===== src/rtl/booth_pkg.sv =====
// Shared definitions for the Booth radix-4 multiplier result path.
//   collect_state_t : states of the result collector
//   C_OUT_A/C_OUT_Q : control-word bit indices of the A/Q output strobes
//   multi_strobe()  : true when more than one collector strobe is asserted
package booth_pkg;

  typedef enum logic [1:0] {
    C_IDLE   = 2'd0,
    C_HAVE_A = 2'd1,
    C_HAVE_Q = 2'd2
  } collect_state_t;

  // Same bit positions the multiplier control unit drives onto c[].
  localparam int C_OUT_A = 6;
  localparam int C_OUT_Q = 7;

  function automatic logic multi_strobe(input logic a, input logic q, input logic d);
    return (a & q) | (a & d) | (q & d);
  endfunction

endpackage


===== src/rtl/booth_result_fifo.sv =====
// Small first-word-fall-through FIFO holding committed products.
//   clk, rst_n : clock, synchronous active-low reset
//   push, din  : write request and data (accepted when not full, or when popping)
//   pop        : read request (ignored when empty)
//   dout       : head entry, registered; holds its last value when empty
//   valid      : FIFO non-empty
//   full       : FIFO holds DEPTH entries
//   level      : occupancy 0..DEPTH
module booth_result_fifo
  import booth_pkg::*;
#(
  parameter int WIDTH = 16,
  parameter int DEPTH = 2
) (
  input  logic                     clk,
  input  logic                     rst_n,
  input  logic                     push,
  input  logic                     pop,
  input  logic [WIDTH-1:0]         din,
  output logic [WIDTH-1:0]         dout,
  output logic                     valid,
  output logic                     full,
  output logic [$clog2(DEPTH):0]   level
);

  localparam int AW = $clog2(DEPTH);
  localparam logic [AW:0] FULL_LVL = (AW+1)'(DEPTH);
  localparam logic [AW:0] ONE_LVL  = (AW+1)'(1);

  logic [WIDTH-1:0] mem_q [DEPTH];
  logic [AW-1:0]    wr_ptr_q;
  logic [AW-1:0]    rd_ptr_q;
  logic [AW-1:0]    rd_ptr_inc;
  logic [AW:0]      level_q;
  logic [WIDTH-1:0] dout_q;
  logic [WIDTH-1:0] dout_d;
  logic             empty;
  logic             pop_ok;
  logic             push_ok;

  assign empty      = (level_q == '0);
  assign full       = (level_q == FULL_LVL);
  assign pop_ok     = pop & ~empty;
  // A pop frees a slot in the same cycle, so a full FIFO still accepts a push.
  assign push_ok    = push & (~full | pop_ok);
  assign rd_ptr_inc = rd_ptr_q + 1'b1;

  // Head register: keeps dout stable and glitch-free, and gives the
  // fall-through behaviour (a push into an empty FIFO shows up next cycle).
  always_comb begin
    dout_d = dout_q;
    if (pop_ok && (level_q > ONE_LVL)) begin
      dout_d = mem_q[rd_ptr_inc];
    end else if (push_ok && (empty || (pop_ok && (level_q == ONE_LVL)))) begin
      dout_d = din;
    end
  end

  // Storage array without reset so it maps onto plain RAM/registers.
  always_ff @(posedge clk) begin
    if (push_ok) begin
      mem_q[wr_ptr_q] <= din;
    end
  end

  always_ff @(posedge clk) begin
    if (!rst_n) begin
      wr_ptr_q <= '0;
      rd_ptr_q <= '0;
      level_q  <= '0;
      dout_q   <= '0;
    end else begin
      dout_q <= dout_d;
      if (push_ok) begin
        wr_ptr_q <= wr_ptr_q + 1'b1;
      end
      if (pop_ok) begin
        rd_ptr_q <= rd_ptr_inc;
      end
      case ({push_ok, pop_ok})
        2'b10:   level_q <= level_q + ONE_LVL;
        2'b01:   level_q <= level_q - ONE_LVL;
        default: level_q <= level_q;
      endcase
    end
  end

  assign dout  = dout_q;
  assign valid = ~empty;
  assign level = level_q;

endmodule


===== src/rtl/booth_result_collector.sv =====
// Result collector for the Booth radix-4 multiplier. Snoops the shared result
// bus, captures A (high half) and Q (low half) on their strobes and commits
// {A,Q} into a small FIFO on the multiplier's stop pulse.
//   clk, rst_n   : clock, synchronous active-low reset
//   bus_in       : shared result bus, only sampled on a strobe
//   cap_a, cap_q : bus carries A / Q this cycle
//   done         : multiplier stop pulse, commits the captured product
//   prod_valid   : FIFO head holds a product
//   prod_ready   : consumer takes the head this cycle
//   product      : signed 2*WIDTH product {A,Q} at the FIFO head
//   level        : FIFO occupancy
//   busy         : partial product held
//   proto_err    : sticky strobe-order violation
//   overflow     : sticky, a commit was dropped because the FIFO was full
module booth_result_collector
  import booth_pkg::*;
#(
  parameter int WIDTH = 8,
  parameter int DEPTH = 2
) (
  input  logic                    clk,
  input  logic                    rst_n,
  input  logic [WIDTH-1:0]        bus_in,
  input  logic                    cap_a,
  input  logic                    cap_q,
  input  logic                    done,
  output logic                    prod_valid,
  input  logic                    prod_ready,
  output logic [2*WIDTH-1:0]      product,
  output logic [$clog2(DEPTH):0]  level,
  output logic                    busy,
  output logic                    proto_err,
  output logic                    overflow
);

  collect_state_t   state_q;
  logic [WIDTH-1:0] hi_q;
  logic [WIDTH-1:0] lo_q;
  logic             proto_err_q;
  logic             overflow_q;

  logic             multi;
  logic             commit;
  logic             pop;
  logic             fifo_full;

  assign multi  = multi_strobe(cap_a, cap_q, done);
  // Commit is decoded straight from the state so the product lands in the
  // FIFO on the done edge and is visible the following cycle.
  assign commit = (state_q == C_HAVE_Q) & done & ~multi;
  assign pop    = prod_valid & prod_ready;

  always_ff @(posedge clk) begin
    if (!rst_n) begin
      state_q     <= C_IDLE;
      hi_q        <= '0;
      lo_q        <= '0;
      proto_err_q <= 1'b0;
      overflow_q  <= 1'b0;
    end else begin
      if (commit && fifo_full && !pop) begin
        overflow_q <= 1'b1;
      end
      if (multi) begin
        // Conflicting strobes: flag, but leave state and data untouched.
        proto_err_q <= 1'b1;
      end else begin
        case (state_q)
          C_IDLE: begin
            if (cap_a) begin
              hi_q    <= bus_in;
              state_q <= C_HAVE_A;
            end else if (cap_q || done) begin
              proto_err_q <= 1'b1;
            end
          end
          C_HAVE_A: begin
            if (cap_q) begin
              lo_q    <= bus_in;
              state_q <= C_HAVE_Q;
            end else if (cap_a) begin
              hi_q        <= bus_in;
              proto_err_q <= 1'b1;
            end else if (done) begin
              proto_err_q <= 1'b1;
              state_q     <= C_IDLE;
            end
          end
          C_HAVE_Q: begin
            if (done) begin
              state_q <= C_IDLE;
            end else if (cap_a) begin
              // A new result started before the old one was committed.
              hi_q        <= bus_in;
              proto_err_q <= 1'b1;
              state_q     <= C_HAVE_A;
            end else if (cap_q) begin
              lo_q        <= bus_in;
              proto_err_q <= 1'b1;
            end
          end
          default: state_q <= C_IDLE;
        endcase
      end
    end
  end

  booth_result_fifo #(
    .WIDTH (2*WIDTH),
    .DEPTH (DEPTH)
  ) u_fifo (
    .clk   (clk),
    .rst_n (rst_n),
    .push  (commit),
    .pop   (pop),
    .din   ({hi_q, lo_q}),
    .dout  (product),
    .valid (prod_valid),
    .full  (fifo_full),
    .level (level)
  );

  assign busy      = (state_q != C_IDLE);
  assign proto_err = proto_err_q;
  assign overflow  = overflow_q;

endmodule


===== config.mk =====
export PLATFORM = sky130hd
export DESIGN_NAME = booth_result_collector
export DESIGN_NICKNAME = d
export VERILOG_FILES = /design/src/rtl/booth_pkg.sv /design/src/rtl/booth_result_fifo.sv /design/src/rtl/booth_result_collector.sv
export SDC_FILE = /design/constraint.sdc
export NUM_CORES = 1
export LEC_CHECK = 0
export CORE_ASPECT_RATIO = 1.5
export CORE_UTILIZATION = 50
export DETAILED_ROUTE_END_ITERATION = 12
export GPL_TIMING_DRIVEN = 1
export HOLD_SLACK_MARGIN = 0.08
export PLACE_DENSITY = 0.69
export SYNTH_ARGS = -nofsm -noshare
export SYNTH_HDL_FRONTEND = slang
export SYNTH_SLANG_ARGS = --single-unit

===== constraint.sdc =====
create_clock -name clk -period 5.5 [get_ports clk]
set_clock_uncertainty 0.05 [all_clocks]
set_input_delay 1.1 -clock clk [delete_from_list [all_inputs] [get_ports clk]]
set_output_delay 1.1 -clock clk [all_outputs]
set_load 0.02 [all_outputs]

Yosys cells after proc, flatten, opt, wreduce, memory -nomap -nowiden
Memory sizes are Yosys's and may differ from the RTL's.
Cells that the tools add are included.
Widths: inputs -> output; s select.
{"block": "totals", "reg_bits": 40, "inputBits": 14, "ram_bits": 32, "memories": 1, "output_inout_bits": 22, "latch_bits": 0, "romBits": 0, "wordCells": 95}
{"block": "classes", "div": 0, "addsub": 4, "n_eq_ne": 17, "bitwise": 14, "shifts": 0, "multipliers": 0, "muxes": 29, "magnitude_cmp": 1, "reduce_logical": 20}
{"name": "u_fifo.mem_q", "depth": 2, "word_bits": 16, "read_ports": 1, "rd_clocked_by_memory_dff": 0, "wr": 1, "line_no": "booth_result_fifo.sv:30", "rtl": "logic [WIDTH-1:0] mem_q [DEPTH];"}
{"cell": "$mux 8", "n": 6}
{"cell": "$mux 16", "n": 2}
{"cell": "$pmux 8 s3", "n": 1}
{"cell": "$ne 3x3->1 const B", "n": 6}
{"cell": "$pmux 8 s2", "n": 1}
{"cell": "$mux 1", "n": 11}
{"cell": "$mux 2", "n": 5}
{"cell": "$and 1x1->1", "n": 8}
{"cell": "$ne 4x4->1 const B", "n": 2}
{"cell": "$reduce_and 4->1", "n": 2}
{"cell": "$reduce_bool 2->1", "n": 4}
{"cell": "$reduce_and 7->1", "n": 1}
{"cell": "$eq 2x1->1 const B", "n": 3}
{"cell": "$eq 2x2->1 const B", "n": 3}
{"cell": "$ne 2x2->1 const B", "n": 3}
{"cell": "$pmux 2 s3", "n": 1}
{"cell": "$logic_and 1x1->1", "n": 5}
{"cell": "$logic_not 2->1", "n": 2}
{"cell": "$pmux 2 s2", "n": 1}
{"cell": "$reduce_bool 4->1", "n": 1}
{"cell": "$not 1->1", "n": 3}
{"cell": "$or 1x1->1", "n": 3}
{"cell": "$pmux 1 s3", "n": 1}
{"cell": "$reduce_and 3->1", "n": 1}
{"cell": "other kinds (7)", "n": 9}

Depth between registers and ports, before layout
Gate-level depths: netlist of run 1.
{"block": "depth", "ltp_word": 9, "ltp_mapped": 8, "mapped_depth_nobuf": 6}

Modules after synthesis
A second synthesis of run 1 with hierarchy kept.
{"block": "unflattened", "hier_cells": 261, "area_unflattened_um2": 3050.4}
{"module": "booth_result_fifo", "area_per_inst_um2": 2203.4, "cells_per_inst": 172, "instances": 1, "seq_area_each_um2": 1361.3}
{"module": "booth_result_collector", "area_per_inst_um2": 847.1, "cells_per_inst": 89, "instances": 1, "seq_area_each_um2": 400.4}

Least setup slack after synthesis of run 1
OpenSTA, ideal clock, no wires.
{"block": "synth_timing", "path_kind": "input port to flip-flop", "start": "input done", "end": "memory u_fifo.mem_q[0][0], enable pin", "path_buffers": 1, "path_stages": 4, "required_ns": 5.060, "path_slack_ns": 2.529, "arrival_time_ns": 2.531, "cell_sequence": "buf_4 nand3b_1 a2111oi_4 nor2b_1"}
{"block": "synth_between", "elab_chain_len": 8}
{"element": "start, declared", "line_no": "booth_result_collector.sv:26", "rtl": "input logic done,"}
{"element": "$and 1x1->1", "line_no": "booth_pkg.sv:18", "rtl": "return (a & q) | (a & d) | (q & d);"}
{"element": "$or 1x1->1 (2 in series)", "line_no": "booth_pkg.sv:18"}
{"element": "$not 1->1 (no line)"}
{"element": "$and 1x1->1 (*)", "line_no": "booth_result_collector.sv:50", "rtl": "assign commit = (state_q == C_HAVE_Q) & done & ~multi;"}
{"element": "$and 1x1->1 (*)", "line_no": "booth_result_fifo.sv:45", "rtl": "assign push_ok = push & (~full | pop_ok);"}
{"element": "$mux 1 (*)", "line_no": "booth_result_fifo.sv:61", "rtl": "if (push_ok) begin"}
{"element": "$mux 1 (not written as such) (*)", "line_no": "booth_result_fifo.sv:62", "rtl": "mem_q[wr_ptr_q] <= din;"}
{"element": "end, declared", "line_no": "booth_result_fifo.sv:30"}
Every way passes the cells marked *; elsewhere a longest branch is shown, timed or not.

Final worst setup path of run 1
{"block": "layout_timing", "start": "input done", "end": "memory u_fifo.mem_q[1][1], enable pin"}
The elaborated chain is that of the path after synthesis.

==> summary.md, run 1 <==
| Metric | Value |
|---|---|
| Sequential share of power | 49.8% |
| CTS tree | yes |
| Slew headroom | 31.7% |
| Leakage | 1.31 nW |
| CTS HTree Levels | 3 |
| Pint | 0.886 mW |
| Post-synth top area share | 31.2% |
| Port Buffers | 35 |
| Layout overhead on the synthesized area | 18.4% |
| DIE HEIGHT | 98.2 µm |
| Critical path type | primary input to flop |
| Ranking of synthesized cells by area | edfxtp_1, dfxtp_1, mux2i_1 |
| Setup ws final | 2.42 ns |
| Syn_area_per_cell | 11.7 µm² |
| Fmax | 0.324 GHz |
| Cell family with most CP delay | simple AND/OR/NAND/NOR gates |
| Avg Vias per Cell | 5.49 |
| Yosys cell types | 41 |
| Mapped Area | 0.00308 mm² |
| Routed wire length | 5580 µm |
| Sw power | 0.311 mW |
| Setup TNS | 0 ns |
| Post-CTS setup buffers | 0 |
| N_diodes | 0 |
| Worst R2R Path Depth | 5 |
| Final period utilization | 56.1% |
| Synth area leader | edfxtp_1 |
| Max Cap Viol | 0 |
| Max clock buf depth | 2 |
| Seq/Total Area, Yosys | 57.2% |
| Largest net degree at the start of global routing | 34 |
| Initial drt markers | 88 |
| HP Start | overflow |
| Remaining Overflow, GRT | 0 |
| Crit path max fanout | 16 |
| Die footprint | 0.00649 mm² |
| Peak VDD IR | 0.228 mV |
| Setup crit start | done |
| Hold buffer count at CTS | 0 |
| Clock group share of total power | 34.9% |
| Most frequent cells in the layout | dfxtp_1, clkdlybuf4s50_1, mux2i_1, edfxtp_1, nor2_1 |
| Initial antenna violation count | 0 |
| Core Area | 0.00587 mm² |
| Crit-path cells | clkdlybuf4s50_1 -> nand3b_1 -> a2111oi_4 -> and2_1 |
| Max stage delay cell, worst path | and2_1 |
| Root buf cell | clkbuf_8 |
| Finish-stage setup viols | 0 |
| GP Congestion | 0.734 |
| CTS Buf Count | 9 |
| Outcome | finished, final reports clean |
| Final hold violations | 0 |
| Antenna violation net count after detailed routing | 0 |
| Initial Util | 52.5% |
| Worst r2r dst | u_fifo.mem_q[1][1] |
| Switch share | 26.0% |
| Commonest non-fill, non-tap cell in the layout | dfxtp_1 |
| Crit. End Element | flop |
| Syn nets | 281 |
| First-pass GRT wire length | 9020 µm |
| Pre-antenna DRT Iters | 4 |
| FP Rows | 34 |
| Worst R2R Setup Slack | 2.84 ns |
| Detailed-route via count | 2024 |
| CTS clock-pin slew for the worst setup and hold paths | 0.06 ns |
| Share of layout cells above drive strength 1 | 12.5% |
| Clk sinks | 72 |
| RSZ-0062 raised after global routing | no |
| Power Dens Cells | 328 mW/mm² |
| Vias in the first global route | 1920 |
| Detailed Place HPWL | 3770 µm |
| Post-Syn Instances | 264 |
| Total GRT Usage | 18.8% |
| WL/cell | 15.1 µm |
| Peak per-stage delay on the critical path | 0.68 ns |
| Post-CTS sizing | 0 |
| Max Slew Vio Count | 0 |
| CP required | 5.41 ns |
| Worst min path class | flop to flop |
| Clock latency on the worst-skew pair | 0.34 ns |
| Yosys warning count | 0 |
| Dpl ws | 2.05 ns |
| Crit path arrival time | 2.99 ns |
| Worst-Margin Slew | 1.02 ns |
| Final worst path period need | 3.08 ns |
| CP bufs+invs | 1 |
| WHS | 0.403 ns |
| Hold worst-path end | overflow |
| Yosys reg bits | 72 |
| Ports | 36 |
| Die X | 66.1 µm |
| Worst hold stages | 2 |
| Comb power frac | 15.3% |
| Crit path launch type | primary input |
| Post-route DRC | 0 |
| Nets | 309 |
| FF-to-FF Start | u_fifo.level[0] |
worst max path at each step:
stage / end / slack [ns] / cells past startpoint
floorplan: u_fifo.mem_q[0][0] / 2.53 / 4
detailed placement: u_fifo.mem_q[1][8] / 2.05 / 4
global placement: u_fifo.mem_q[1][8] / 2.11 / 4
CTS: u_fifo.mem_q[1][10] / 2.41 / 4
global route: u_fifo.mem_q[1][1] / 2.25 / 4
finish: u_fifo.mem_q[1][1] / 2.42 / 4
tightest hold or removal path: stages, from the launching register on:
cell and delay [ns]:
dfxtp_1 0.31, inv_1 0.05, a21oi_1 0.05
cells in the mapped netlist (all sizes together):
cell type  number
a2111oi         1
a211oi          1
a21oi           6
a2bb2oi         1
a31oi           1
a41oi           1
and2            2
and3            1
and3b           1
and4b           1
buf            13
clkbuf          8
dfxtp          40
edfxtp         32
ha              3
inv             8
maj3            1
mux2i          32
nand2          18
nand2b          1
nand3           2
nand3b          2
nand4          17
nor2           20
nor2b           1
nor3            7
nor3b           2
nor4bb          1
o211ai         16
o21ai          18
o21ba           1
o32ai           1
or2             1
xnor2           1
xor2            2
power groups by stage:
stage / Clock, mW / Sequential, mW / Combinational, mW
after floorplan: 0 / 0.593 / 0.141
after global placement: 0 / 0.608 / 0.180
after detailed placement: 0 / 0.609 / 0.184
after CTS: 0.425 / 0.597 / 0.185
after global routing: 0.451 / 0.599 / 0.197
final: 0.417 / 0.596 / 0.183
stage by stage:
stage / cells / total power, mW / utilization (%) / cell area [µm²]
floorplan: 264 / 0.734 / - / 3080
global placement: 353 / 0.788 / 58.6 / 3440
detailed placement: 353 / 0.793 / 58.6 / 3440
CTS: 369 / 1.21 / 62.1 / 3650
global route: 369 / 1.25 / 62.1 / 3650
finish: 369 / 1.20 / 62.1 / 3650
cell type report:
type                            instances  area [µm²]
Multi-Input combinational cell        163        1190
Clock inverter                          5        55.1
Fill cell                             491        2220
Clock buffer                           11         151
Tap cell                               72        90.1
Sequential cell                        72        1760
Inverter                                8        30.0
Timing Repair Buffer                   38         373
cells by family (layout without fill, tap and decap cells):
group	Yosys count	after routing	synth area share [%]
AND/OR/NAND/NOR	77	77	12.9
flip-flops	72	72	57.2
AO/OA/AOI/OAI	47	47	12.3
multiplexers	32	32	10.4
buffers and inverters	29	62	4.83
adder cells (fa/ha/maj)	4	4	1.54
XOR/XNOR	3	3	0.853
per-layer routing:
| metal | track usage (%) | wire length [µm] | part of all wire, % | up-vias |
|---|---|---|---|---|
| met3 | 3.97 | 174 | 3.1 | 10 |
| met2 | 33.4 | 2960 | 53 | 39 |
| met4 | 7.36 | 99 | 1.8 | 0 |
| met1 | 21.3 | 2350 | 42 | 959 |
| met5 | 0 | 0 | 0 | - |
| li1 | - | - | - | 1016 |
sequential cells by signal (all words and copies together), names as in the netlist:
signal and flops:
u_fifo.level 2, hi_q 8, u_fifo.rd_ptr_q 1, u_fifo.dout 16, overflow 1, u_fifo.wr_ptr_q 1
u_fifo.mem_q 32, lo_q 8, state_q 2, proto_err 1
(Power assumes the default switching activity.)
==> run 2, diff against run 1 <==
- PLACE_DENSITY: 0.69 -> 0.72
- clock period: 5.5 -> 2.6 ns (I/O delays scaled with it)
==> run 2 against run 1 <==
Wire length is 5.4% higher. Worst hold slack worse by 0.0058 ns. Non-clock buffer count is 9 higher. Critical path type is now flop to output pin. Utilization is 2.5 points higher. Clock-buffer cell count stayed put. Via count is 4.2% higher. First-iteration DRC count is 1.1% lower. Die area stayed put. Design area is 4.0% higher.
==> summary.md, run 2 (synthesized netlist as in run 1, its figures left out) <==
| Metric | Value |
|---|---|
| CTS clock-pin slew for the worst setup and hold paths | 0.07 ns (about the same) |
| Commonest non-fill, non-tap cell in the layout | dfxtp_1 |
| Dpl ws | 0.262 ns (-1.79 ns) |
| DIE HEIGHT | 98.2 µm (unchanged) |
| Avg Vias per Cell | 5.58 (+1.7%) |
| Worst R2R Path Depth | 6 (+1) |
| Antenna violation net count after detailed routing | 0 (unchanged) |
| CTS HTree Levels | 3 (unchanged) |
| Clock latency on the worst-skew pair | 0.33 ns (about the same) |
| Vias in the first global route | 2086 (+8.6%) |
| RSZ-0062 raised after global routing | no |
| First-pass GRT wire length | 9930 µm (+10%) |
| Initial antenna violation count | 0 (unchanged) |
| Final period utilization | 90.9% |
| Max Slew Vio Count | 0 (unchanged) |
| Power, Total | 2.72 mW (+130%) |
| Routed wire length | 5880 µm (+5.4%) |
| Most frequent cells in the layout | dfxtp_1, clkdlybuf4s50_1, mux2i_1, edfxtp_1, nor2_1 |
| Setup ws final | 0.236 ns (-2.18 ns) |
| Final cell count without fillers | 378 (+2.4%) |
| FF-to-FF Start | u_fifo.level[0] |
| Sw power | 0.655 mW (+110%) |
| Setup TNS | 0 ns (unchanged) |
| Post-CTS setup buffers | 0 (unchanged) |
| Slew headroom | 70.9% (+39 points) |
| Die footprint | 0.00649 mm² (unchanged) |
| Sequential share of power | 45.0% (-4.8 points) |
| Hold buffer count at CTS | 0 (unchanged) |
| Max Cap Viol | 0 (unchanged) |
| Fin area | 0.00379 mm² (+4.0%) |
| Port Buffers | 35 (unchanged) |
| Power Dens Cells | 716 mW/mm² (+120%) |
| Detailed-route via count | 2108 (+4.2%) |
| Share of layout cells above drive strength 1 | 15.0% (+2.6 points) |
| DP Area | 0.00355 mm² (+3.1%) |
| Total GRT Usage | 20.6% (+1.8 points) |
| Worst r2r dst | u_fifo.mem_q[0][10] |
| Worst hold stages | 2 (unchanged) |
| Worst-Margin Slew | 0.433 ns (-0.589 ns) |
| Nets | 318 (+2.9%) |
| HP Start | overflow |
| CTS tree | yes |
| Detailed Place HPWL | 4050 µm (+7.3%) |
| Post-route DRC | 0 (unchanged) |
| Crit. End Element | output pin |
| Final worst path period need | 2.36 ns |
| Leakage | 1.38 nW (+5.5%) |
| WL/cell | 15.6 µm (+2.9%) |
| GP Congestion | 0.717 (-2.4%) |
| Fmax | 0.423 GHz |
| Die X | 66.1 µm (unchanged) |
| Critical path type | flop to output pin |
| Final hold violations | 0 (unchanged) |
| Worst R2R Setup Slack | 0.39 ns (-2.45 ns) |
| Comb power frac | 16.3% (+1.0 points) |
| WHS | 0.397 ns (-0.00575 ns) |
| Initial drt markers | 87 (-1.1%) |
| Final Util | 64.6% (+2.5 points) |
| Largest net degree at the start of global routing | 33 (-2.9%) |
| Crit path launch type | flop |
| Switch share | 24.1% (-1.9 points) |
| Biggest register | u_fifo.mem_q |
| CTS Buf Count | 9 (unchanged) |
| Max clock buf depth | 2 (unchanged) |
| Pre-antenna DRT Iters | 5 (+1) |
| Core Area | 0.00587 mm² (unchanged) |
| Finish-stage setup viols | 0 (unchanged) |
| Max FFs per register | 32 (unchanged) |
| Fillers | 473 (-3.7%) |
| Remaining Overflow, GRT | 0 (unchanged) |
| Initial Util | 52.5% (unchanged) |
| Cells after DPL | 362 (+2.5%) |
| Ports | 36 (unchanged) |
| N_diodes | 0 (unchanged) |
| Root buf cell | clkbuf_8 |
| CP required | 2.03 ns (-3.38 ns) |
| FP Rows | 34 (unchanged) |
| Pint | 2.06 mW (+130%) |
| Worst min path class | flop to flop |
| Clock group share of total power | 38.8% (+3.9 points) |
| Hold worst-path end | overflow |
| Clk sinks | 72 (unchanged) |
| Crit path max fanout | 5 (-11) |
| Crit path arrival time | 1.79 ns (-1.20 ns) |
| Outcome | finished, final reports clean |
| Peak VDD IR | 0.541 mV (+140%) |
| Layout overhead on the synthesized area | 23.1% |
| Post-CTS sizing | 0 (unchanged) |
[run 2: cell count changes in the layout (fill, tap and decap cells not counted), sizes merged]
cell | previous run | this run
buf | 3 | 12
bufinv | 1 | 3
clkinvlp | 2 | 0
[run 2: final cells by class]
class                   count  area (µm²)  share of cell area (%)
multi-input cells         163        1190                    31.3
well taps                  72        90.1                    2.37
repair buffers             47         478                    12.6
clock buffers              11         141                    3.73
flip-flops and latches     72        1760                    46.4
clock inverters             5         104                    2.74
inverters                   8        30.0                   0.792
[run 2: worst max path at each step]
stage | from | end | depth (start not counted)
final | u_fifo.level[0] | prod_valid | 4
after global routing | u_fifo.level[1] | prod_valid | 4
after CTS | u_fifo.level[1] | prod_valid | 4
after detailed placement | prod_ready | u_fifo.mem_q[0][8] | 5
after global placement | prod_ready | u_fifo.mem_q[0][8] | 5
after floorplan | u_fifo.level[1] | u_fifo.mem_q[0][0] | 5
[run 2: power groups by stage]
stage | Sequential (mW) | Combinational, mW | Clock, mW
after global routing | 1.22 | 0.480 | 1.13
after floorplan | 1.25 | 0.299 | 0
final | 1.22 | 0.442 | 1.05
after global placement | 1.25 | 0.440 | 0
after CTS | 1.22 | 0.447 | 1.08
after detailed placement | 1.25 | 0.444 | 0
[run 2: critical path: stages (launching register included)]
cell,delay [ns]
dfxtp_1,0.42
inv_1,0.09
ha_1,0.28
inv_1,0.08
clkdlybuf4s50_1,0.60
[run 2: metal layers]
layer	wire, µm	track usage (%)
met5	0	0
met4	128	11.9
met3	146	2.80
met2	3230	35.6
met1	2370	23.6
